## config.mk

```make
export PLATFORM = sky130hd
export DESIGN_NAME = ddr_dqs_wr_burst_tx
export DESIGN_NICKNAME = d
export VERILOG_FILES = /design/src/rtl/ddr_tx_pkg.sv /design/src/rtl/ddr_dqs_wr_burst_tx.sv
export SDC_FILE = /design/constraint.sdc
export NUM_CORES = 1
export LEC_CHECK = 0
export CORE_AREA = 4 4 57 59
export CTS_CLUSTER_SIZE = 12
export DETAILED_ROUTE_END_ITERATION = 10
export DIE_AREA = 0 0 61 63
export PLACE_DENSITY = 0.85
export SYNTH_ARGS = -nofsm -noshare
export SYNTH_HDL_FRONTEND = slang
export SYNTH_SLANG_ARGS = --single-unit
```

## constraint.sdc

```tcl
create_clock -name CLKP -period 3.69 [get_ports CLKP]
set_input_delay 0.738 -clock CLKP [delete_from_list [all_inputs] [get_ports CLKP]]
set_output_delay 0.738 -clock CLKP [all_outputs]
set_load 0.05 [all_outputs]
```

## src/rtl/ddr_tx_pkg.sv

```systemverilog
// ---------------------------------------------------------------------------
// ddr_tx_pkg
//   Shared types and constants for the DDR write-direction DQS/DQ burst
//   generator.
//   - tx_state_e : burst sequencer states.
//   - BL4_LAST / BL8_LAST : index of the final beat of a 4- / 8-beat burst.
//   - burst_last() : final beat index for the latched burst-length flag.
// ---------------------------------------------------------------------------
package ddr_tx_pkg;

  typedef enum logic [2:0] {
    IDLE = 3'd0,
    LAT  = 3'd1,
    PRE  = 3'd2,
    DATA = 3'd3,
    POST = 3'd4
  } tx_state_e;

  localparam logic [2:0] BL4_LAST = 3'd3;
  localparam logic [2:0] BL8_LAST = 3'd7;

  function automatic logic [2:0] burst_last(input logic bl8);
    return bl8 ? BL8_LAST : BL4_LAST;
  endfunction

endpackage

```

## src/rtl/ddr_dqs_wr_burst_tx.sv

```systemverilog
// ---------------------------------------------------------------------------
// ddr_dqs_wr_burst_tx
//   Write-direction DQS/DQ burst generator. A write command is accepted,
//   DQS is held off for the write latency, then a preamble, a toggling
//   strobe with one DQ beat per CLKP cycle, and a one-cycle postamble are
//   driven. CLKP runs at twice the DQS rate.
//
// Ports
//   CLKP       : x2 strobe-rate clock, rising edge.
//   RSTB       : asynchronous reset, active-high; aborts any burst at once.
//   cmd_valid  : write command present (held by upstream until accepted).
//   cmd_ready  : command accepted when cmd_valid & cmd_ready.
//   cmd_wl     : write latency in CLKP cycles, sampled at accept only.
//   cmd_bl8    : 1 = 8-beat burst, 0 = 4-beat burst.
//   dat_valid  : beat available on dat_in.
//   dat_ready  : beat on dat_in is consumed at this edge.
//   dat_in     : beat data.
//   dq_o       : registered DQ beat (zero outside DATA and on a missing beat).
//   dq_oe      : DQ output enable.
//   dqs_o      : registered DQS; the DQS_INV polarity swap is folded into
//                this flop so the reset level is DQS_INV.
//   dqs_oe     : DQS output enable.
//   busy       : sequencer not idle.
//   underrun   : sticky, a beat was missing during DATA; cleared by reset.
//
// Every output flop is loaded from the state being entered on the same edge,
// so the output shows the behaviour of the current state. As a consequence a
// DATA beat is captured on the edge that enters (or stays in) DATA, which is
// why dat_ready follows the next state rather than the current one.
// ---------------------------------------------------------------------------
module ddr_dqs_wr_burst_tx
  import ddr_tx_pkg::*;
#(
  parameter int DQ_W    = 8,
  parameter int WL_W    = 4,
  parameter int PRE_CYC = 2,
  parameter bit DQS_INV = 1'b0
) (
  input  logic            CLKP,
  input  logic            RSTB,
  input  logic            cmd_valid,
  output logic            cmd_ready,
  input  logic [WL_W-1:0] cmd_wl,
  input  logic            cmd_bl8,
  input  logic            dat_valid,
  output logic            dat_ready,
  input  logic [DQ_W-1:0] dat_in,
  output logic [DQ_W-1:0] dq_o,
  output logic            dq_oe,
  output logic            dqs_o,
  output logic            dqs_oe,
  output logic            busy,
  output logic            underrun
);

  localparam int              PRE_W    = (PRE_CYC > 1) ? $clog2(PRE_CYC) : 1;
  localparam logic [PRE_W-1:0] PRE_LAST = PRE_W'(PRE_CYC - 1);

  tx_state_e        state_q, state_d;
  logic [WL_W-1:0]  lat_cnt_q, lat_cnt_d;
  logic [PRE_W-1:0] pre_cnt_q, pre_cnt_d;
  logic [2:0]       beat_cnt_q, beat_cnt_d;
  logic             bl8_q, bl8_d;
  // Set when POST is followed by another burst instead of IDLE.
  logic             pend_q, pend_d;

  logic [DQ_W-1:0]  dq_o_q, dq_o_d;
  logic             dq_oe_q, dq_oe_d;
  logic             dqs_o_q, dqs_o_d;
  logic             dqs_oe_q, dqs_oe_d;
  logic             busy_q, busy_d;
  logic             underrun_q, underrun_d;

  logic             last_beat;
  logic             accept;
  logic             data_next;

  // Handshake: ready while idle, or on the final beat so a follow-on burst
  // can be chained without a gap.
  always_comb begin
    last_beat = (state_q == DATA) && (beat_cnt_q == burst_last(bl8_q));
    cmd_ready = (state_q == IDLE) || last_beat;
    accept    = cmd_valid & cmd_ready;
  end

  // Next-state and counter logic.
  always_comb begin
    state_d    = state_q;
    lat_cnt_d  = lat_cnt_q;
    pre_cnt_d  = pre_cnt_q;
    beat_cnt_d = beat_cnt_q;
    bl8_d      = bl8_q;
    pend_d     = pend_q;

    case (state_q)
      IDLE: begin
        if (accept) begin
          bl8_d     = cmd_bl8;
          lat_cnt_d = cmd_wl;
          pre_cnt_d = '0;
          state_d   = (cmd_wl == '0) ? PRE : LAT;
        end
      end

      LAT: begin
        lat_cnt_d = lat_cnt_q - WL_W'(1);
        if (lat_cnt_q == WL_W'(1)) begin
          state_d   = PRE;
          pre_cnt_d = '0;
        end
      end

      PRE: begin
        pre_cnt_d = pre_cnt_q + PRE_W'(1);
        if (pre_cnt_q == PRE_LAST) begin
          state_d    = DATA;
          beat_cnt_d = '0;
        end
      end

      DATA: begin
        beat_cnt_d = beat_cnt_q + 3'd1;
        if (last_beat) begin
          if (accept) begin
            bl8_d = cmd_bl8;
            if (cmd_wl == '0) begin
              // Seamless chaining: strobe keeps toggling, no post/preamble.
              state_d    = DATA;
              beat_cnt_d = '0;
            end else begin
              // POST absorbs one latency cycle, so the preamble still starts
              // cmd_wl+1 cycles after the accept edge.
              state_d   = POST;
              pend_d    = 1'b1;
              lat_cnt_d = cmd_wl;
            end
          end else begin
            state_d = POST;
            pend_d  = 1'b0;
          end
        end
      end

      POST: begin
        pend_d = 1'b0;
        if (!pend_q) begin
          state_d = IDLE;
        end else if (lat_cnt_q == WL_W'(1)) begin
          state_d   = PRE;
          pre_cnt_d = '0;
        end else begin
          state_d   = LAT;
          lat_cnt_d = lat_cnt_q - WL_W'(1);
        end
      end

      default: begin
        state_d = IDLE;
      end
    endcase
  end

  // Output register inputs, all derived from the state being entered.
  always_comb begin
    data_next  = (state_d == DATA);
    dat_ready  = data_next;
    busy_d     = (state_d != IDLE);
    dqs_oe_d   = (state_d == PRE) || (state_d == DATA) || (state_d == POST);
    dq_oe_d    = data_next;
    // Even beats drive DQS high, so the first beat is a rising strobe.
    dqs_o_d    = (data_next && !beat_cnt_d[0]) ^ DQS_INV;
    dq_o_d     = (data_next && dat_valid) ? dat_in : '0;
    // The burst never stalls: a missing beat is sent as zero and flagged.
    underrun_d = underrun_q | (data_next & ~dat_valid);
  end

  always_ff @(posedge CLKP or posedge RSTB) begin
    if (RSTB) begin
      state_q    <= IDLE;
      lat_cnt_q  <= '0;
      pre_cnt_q  <= '0;
      beat_cnt_q <= '0;
      bl8_q      <= 1'b0;
      pend_q     <= 1'b0;
      dq_o_q     <= '0;
      dq_oe_q    <= 1'b0;
      dqs_o_q    <= DQS_INV;
      dqs_oe_q   <= 1'b0;
      busy_q     <= 1'b0;
      underrun_q <= 1'b0;
    end else begin
      state_q    <= state_d;
      lat_cnt_q  <= lat_cnt_d;
      pre_cnt_q  <= pre_cnt_d;
      beat_cnt_q <= beat_cnt_d;
      bl8_q      <= bl8_d;
      pend_q     <= pend_d;
      dq_o_q     <= dq_o_d;
      dq_oe_q    <= dq_oe_d;
      dqs_o_q    <= dqs_o_d;
      dqs_oe_q   <= dqs_oe_d;
      busy_q     <= busy_d;
      underrun_q <= underrun_d;
    end
  end

  assign dq_o     = dq_o_q;
  assign dq_oe    = dq_oe_q;
  assign dqs_o    = dqs_o_q;
  assign dqs_oe   = dqs_oe_q;
  assign busy     = busy_q;
  assign underrun = underrun_q;

endmodule

```

==> impl_metrics.py <==
metrics = {
    "worst_setup_path": {
        "slowest_stage": "clkdlybuf4s50_1",
        "r2r_cells": 6,
        "cp.depth": 5,
        "cp.arrival_ns": 2.58,
        "slowest_delay_ns": 0.82,
        "end_kind": "output port",
        "required_ns": 2.95,
        "crit_type": "flip-flop to output port",
        "critical_path.cell_chain": "xnor2_1, and2_0, nand3_1, a21oi_1, clkdlybuf4s50_1",
        "crit_buf_inv": 1,
        "path_delay_family": "buffers and inverters",
        "path_max_fanout": 6,
        "start_kind": "flip-flop",
    },
    "clock_network": {
        "cts.htree.levels": 1,
        "cts_resized": 0,
        "postCtsSetupBuffers": 0,
        "cts_inserted_buffers": 3,
        "root_buffer": "clkbuf_4",
        "clk_pin_slew_ns": 0.13,
        "cts_tree": "done",
        "clockBufferDepth": 2,
        "insertion_delay_ns": 0.32,
        "hold_buffers": 0,
        "clock-sinks": 26,
    },
    "cells_and_area": {
        "fin_cells": 208,
        "drive_above_1_share_pct": 7.345,
        "synthToLayoutAreaGrowth_pct": 25.79,
        "nFillCells": 222,
        "n_antenna_cell": 0,
        "nets": 198,
    },
    "routing": {
        "wl_per_cell_um": 15.14,
        "vias_per_cell": 5.788,
        "dr.first_iter.drc_count": 77,
        "first_pass_iters": 4,
        "drcViolationCount": 0,
        "totalWireLength_um": 3149,
        "ant_nets": 0,
        "num_vias": 1204,
    },
    "yosys": {
        "synth_area_leaders": "dfrtp_1 47%, nand2_1 5.7%, o21ai_0 4.7%",
        "yosysMostFrequentCell": "dfrtp_1",
        "synth_seq_cells": 26,
        "yosysWarnings": 0,
        "syn_area_per_cell_um2": 9.284,
        "syn_area_um2": 1393,
        "synth_common_cells": "26 x dfrtp_1, 21 x nand2_1, 13 x o21ai_0, 10 x nor2_1",
        "synth_edf_count": 0,
        "synth_nets": 170,
        "ys_seq_area_share_pct": 46.72,
        "ys.flop_type": "dfrtp_1",
        "synth_top_area_share_pct": 46.72,
        "async_flop_share_pct": 100.0,
        "synth_cell_type_count": 43,
        "post-synth-top-area-cell": "dfrtp_1",
        "synthCells": 150,
    },
    "grt": {
        "overflow": 0,
        "grt_start_max_net_pins": 27,
        "grt_pass1_vias": 1236,
        "grt_usage_pct": 18.56,
        "antenna_found_initial": 0,
        "grt_pass1_wl_um": 5457,
    },
    "power_and_ir_drop": {
        "irDropWorstVdd_v": 0.0005546,
        "leakagePower_nw": 0.7441,
        "total_power_mw": 1.451,
        "pwr_density_cell_nw_per_um2": 828.5,
    },
    "outcome": {
        "run_status": "finished clean",
    },
    "sta": {
        "rsz0062_at_grt": "false",
        "finClkSkew_ns": 0.001909,
        "fin_tns_setup_ns": 0,
        "max_slew.worst_pin.slew_ns": 0.9586,
        "report.final.slew_viol_count": 0,
        "setup_viol_count_final": 0,
        "fmax_mhz": 301.4,
        "hold_viol_final": 0,
        "slew_headroom_pct": 36.02,
        "finalCritPeriodShare_pct": 89.90,
        "min_period_ns": 3.317,
    },
    "floorplanning": {
        "chipWidth_um": 61,
        "die_h_um": 63,
        "start_util_pct": 51.39,
        "rows": 19,
        "dieArea_um2": 3843,
        "ios": 32,
        "core-area_um2": 2710,
    },
    "placement": {
        "dp.cells": 204,
        "place_hpwl_um": 2379,
        "io_buffers": 31,
        "gp_congestion": 0.8838,
    },
    "run": {
        "max_cap_violations": 0,
    },
    "min_path": {
        "hold_path_class": "flip-flop to flip-flop",
        "hold_depth": 1,
    },
}
## area by class of cell
cell class / instances / area, um^2 / share of cell area, %
multi-input cells: 110 / 683.2 / 39.00
flip-flops and latches: 26 / 650.6 / 37.14
repair buffers: 31 / 320.3 / 18.29
well taps: 31 / 38.79 / 2.214
clock buffers: 4 / 36.28 / 2.071
inverters: 6 / 22.52 / 1.286
## placed cells by master (no fill, tap or decap), types with 2 or more instances in the layout
| cell | netlist | routed |
|---|---|---|
| clkdlybuf4s50_1 | 0 | 30 |
| dfrtp_1 | 26 | 26 |
| nand2_1 | 21 | 21 |
| o21ai_0 | 13 | 13 |
| nor2_1 | 10 | 10 |
| a21oi_1 | 9 | 9 |
| and2_1 | 9 | 9 |
| inv_1 | 6 | 6 |
| nor3b_1 | 4 | 4 |
| nand3_1 | 3 | 3 |
| nor3_1 | 3 | 3 |
| ha_1 | 3 | 3 |
| clkbuf_4 | 0 | 3 |
| nor2b_1 | 2 | 2 |
| a211o_1 | 2 | 2 |
| nand2b_1 | 2 | 2 |
| nand3b_1 | 2 | 2 |
| a21o_1 | 2 | 2 |
| a31oi_1 | 2 | 2 |
## per-layer routing
metal	vias to the layer above	part of all wire, %	track usage (%)
met3	5	6.0	2.893
met2	47	52	31.55
li1	573	-	-
met4	0	1.5	7.588
met5	-	0	0
met1	579	40	22.63
## worst register-to-register path, stage by stage, from the launching register on
cell	delay, ns
dfrtp_1	0.42
inv_1	0.08
ha_1	0.16
or3b_1	0.42
and3_4	0.21
o2bb2ai_4	0.23
mux2_2	0.36
## power by group
part	switching, mW	total [mW]	internal (mW)
Sequential	0.123	0.514	0.391
Clock	0.0828	0.143	0.0604
Combinational	0.480	0.794	0.315
Total	0.685	1.45	0.766
## registers in the layout (all words and copies together) (netlist names)
register / cells
dq_o: 8
underrun: 1
state_q: 3
dqs_o: 1
beat_cnt_q: 3
pend_q: 1
dq_oe: 1
bl8_q: 1
busy: 1
lat_cnt_q: 4
pre_cnt_q: 1
dqs_oe: 1
## logic make-up after synthesis
kind of cell    count (synthesis)  synth area share [%]
mux                             1                0.8086
buf+inv                        14                 4.222
flops                          26                 46.72
compound gates                 38                 18.15
simple gates                   66                 26.15
fa+ha+maj                       3                 2.696
xor+xnor                        2                 1.258
## worst paths after layout
path	from	endpoint	slack [ns]
setup / recovery	bl8_q	cmd_ready	0.37
hold / removal	underrun	underrun	0.50
setup reg to reg	lat_cnt_q[1]	lat_cnt_q[1]	1.71
hold reg to reg	underrun	underrun	0.50
max in group asynchronous	RSTB	lat_cnt_q[0]	2.19
min in group asynchronous	RSTB	bl8_q	0.92
## stage by stage
stage               cell area [um^2]  hold WS (ns)  worst slack [ns]  util (%)
finish                          1752        0.5021            0.3726     64.64
global route                    1752        0.5367            0.2168     64.64
CTS                             1752        0.5064            0.3713     64.64
detailed placement              1715        0.4587            0.5657     63.30
global placement                1715        0.4420            0.5609     63.30
floorplan                       1393        0.4698            0.7993         -
(Power assumes the default switching activity.)
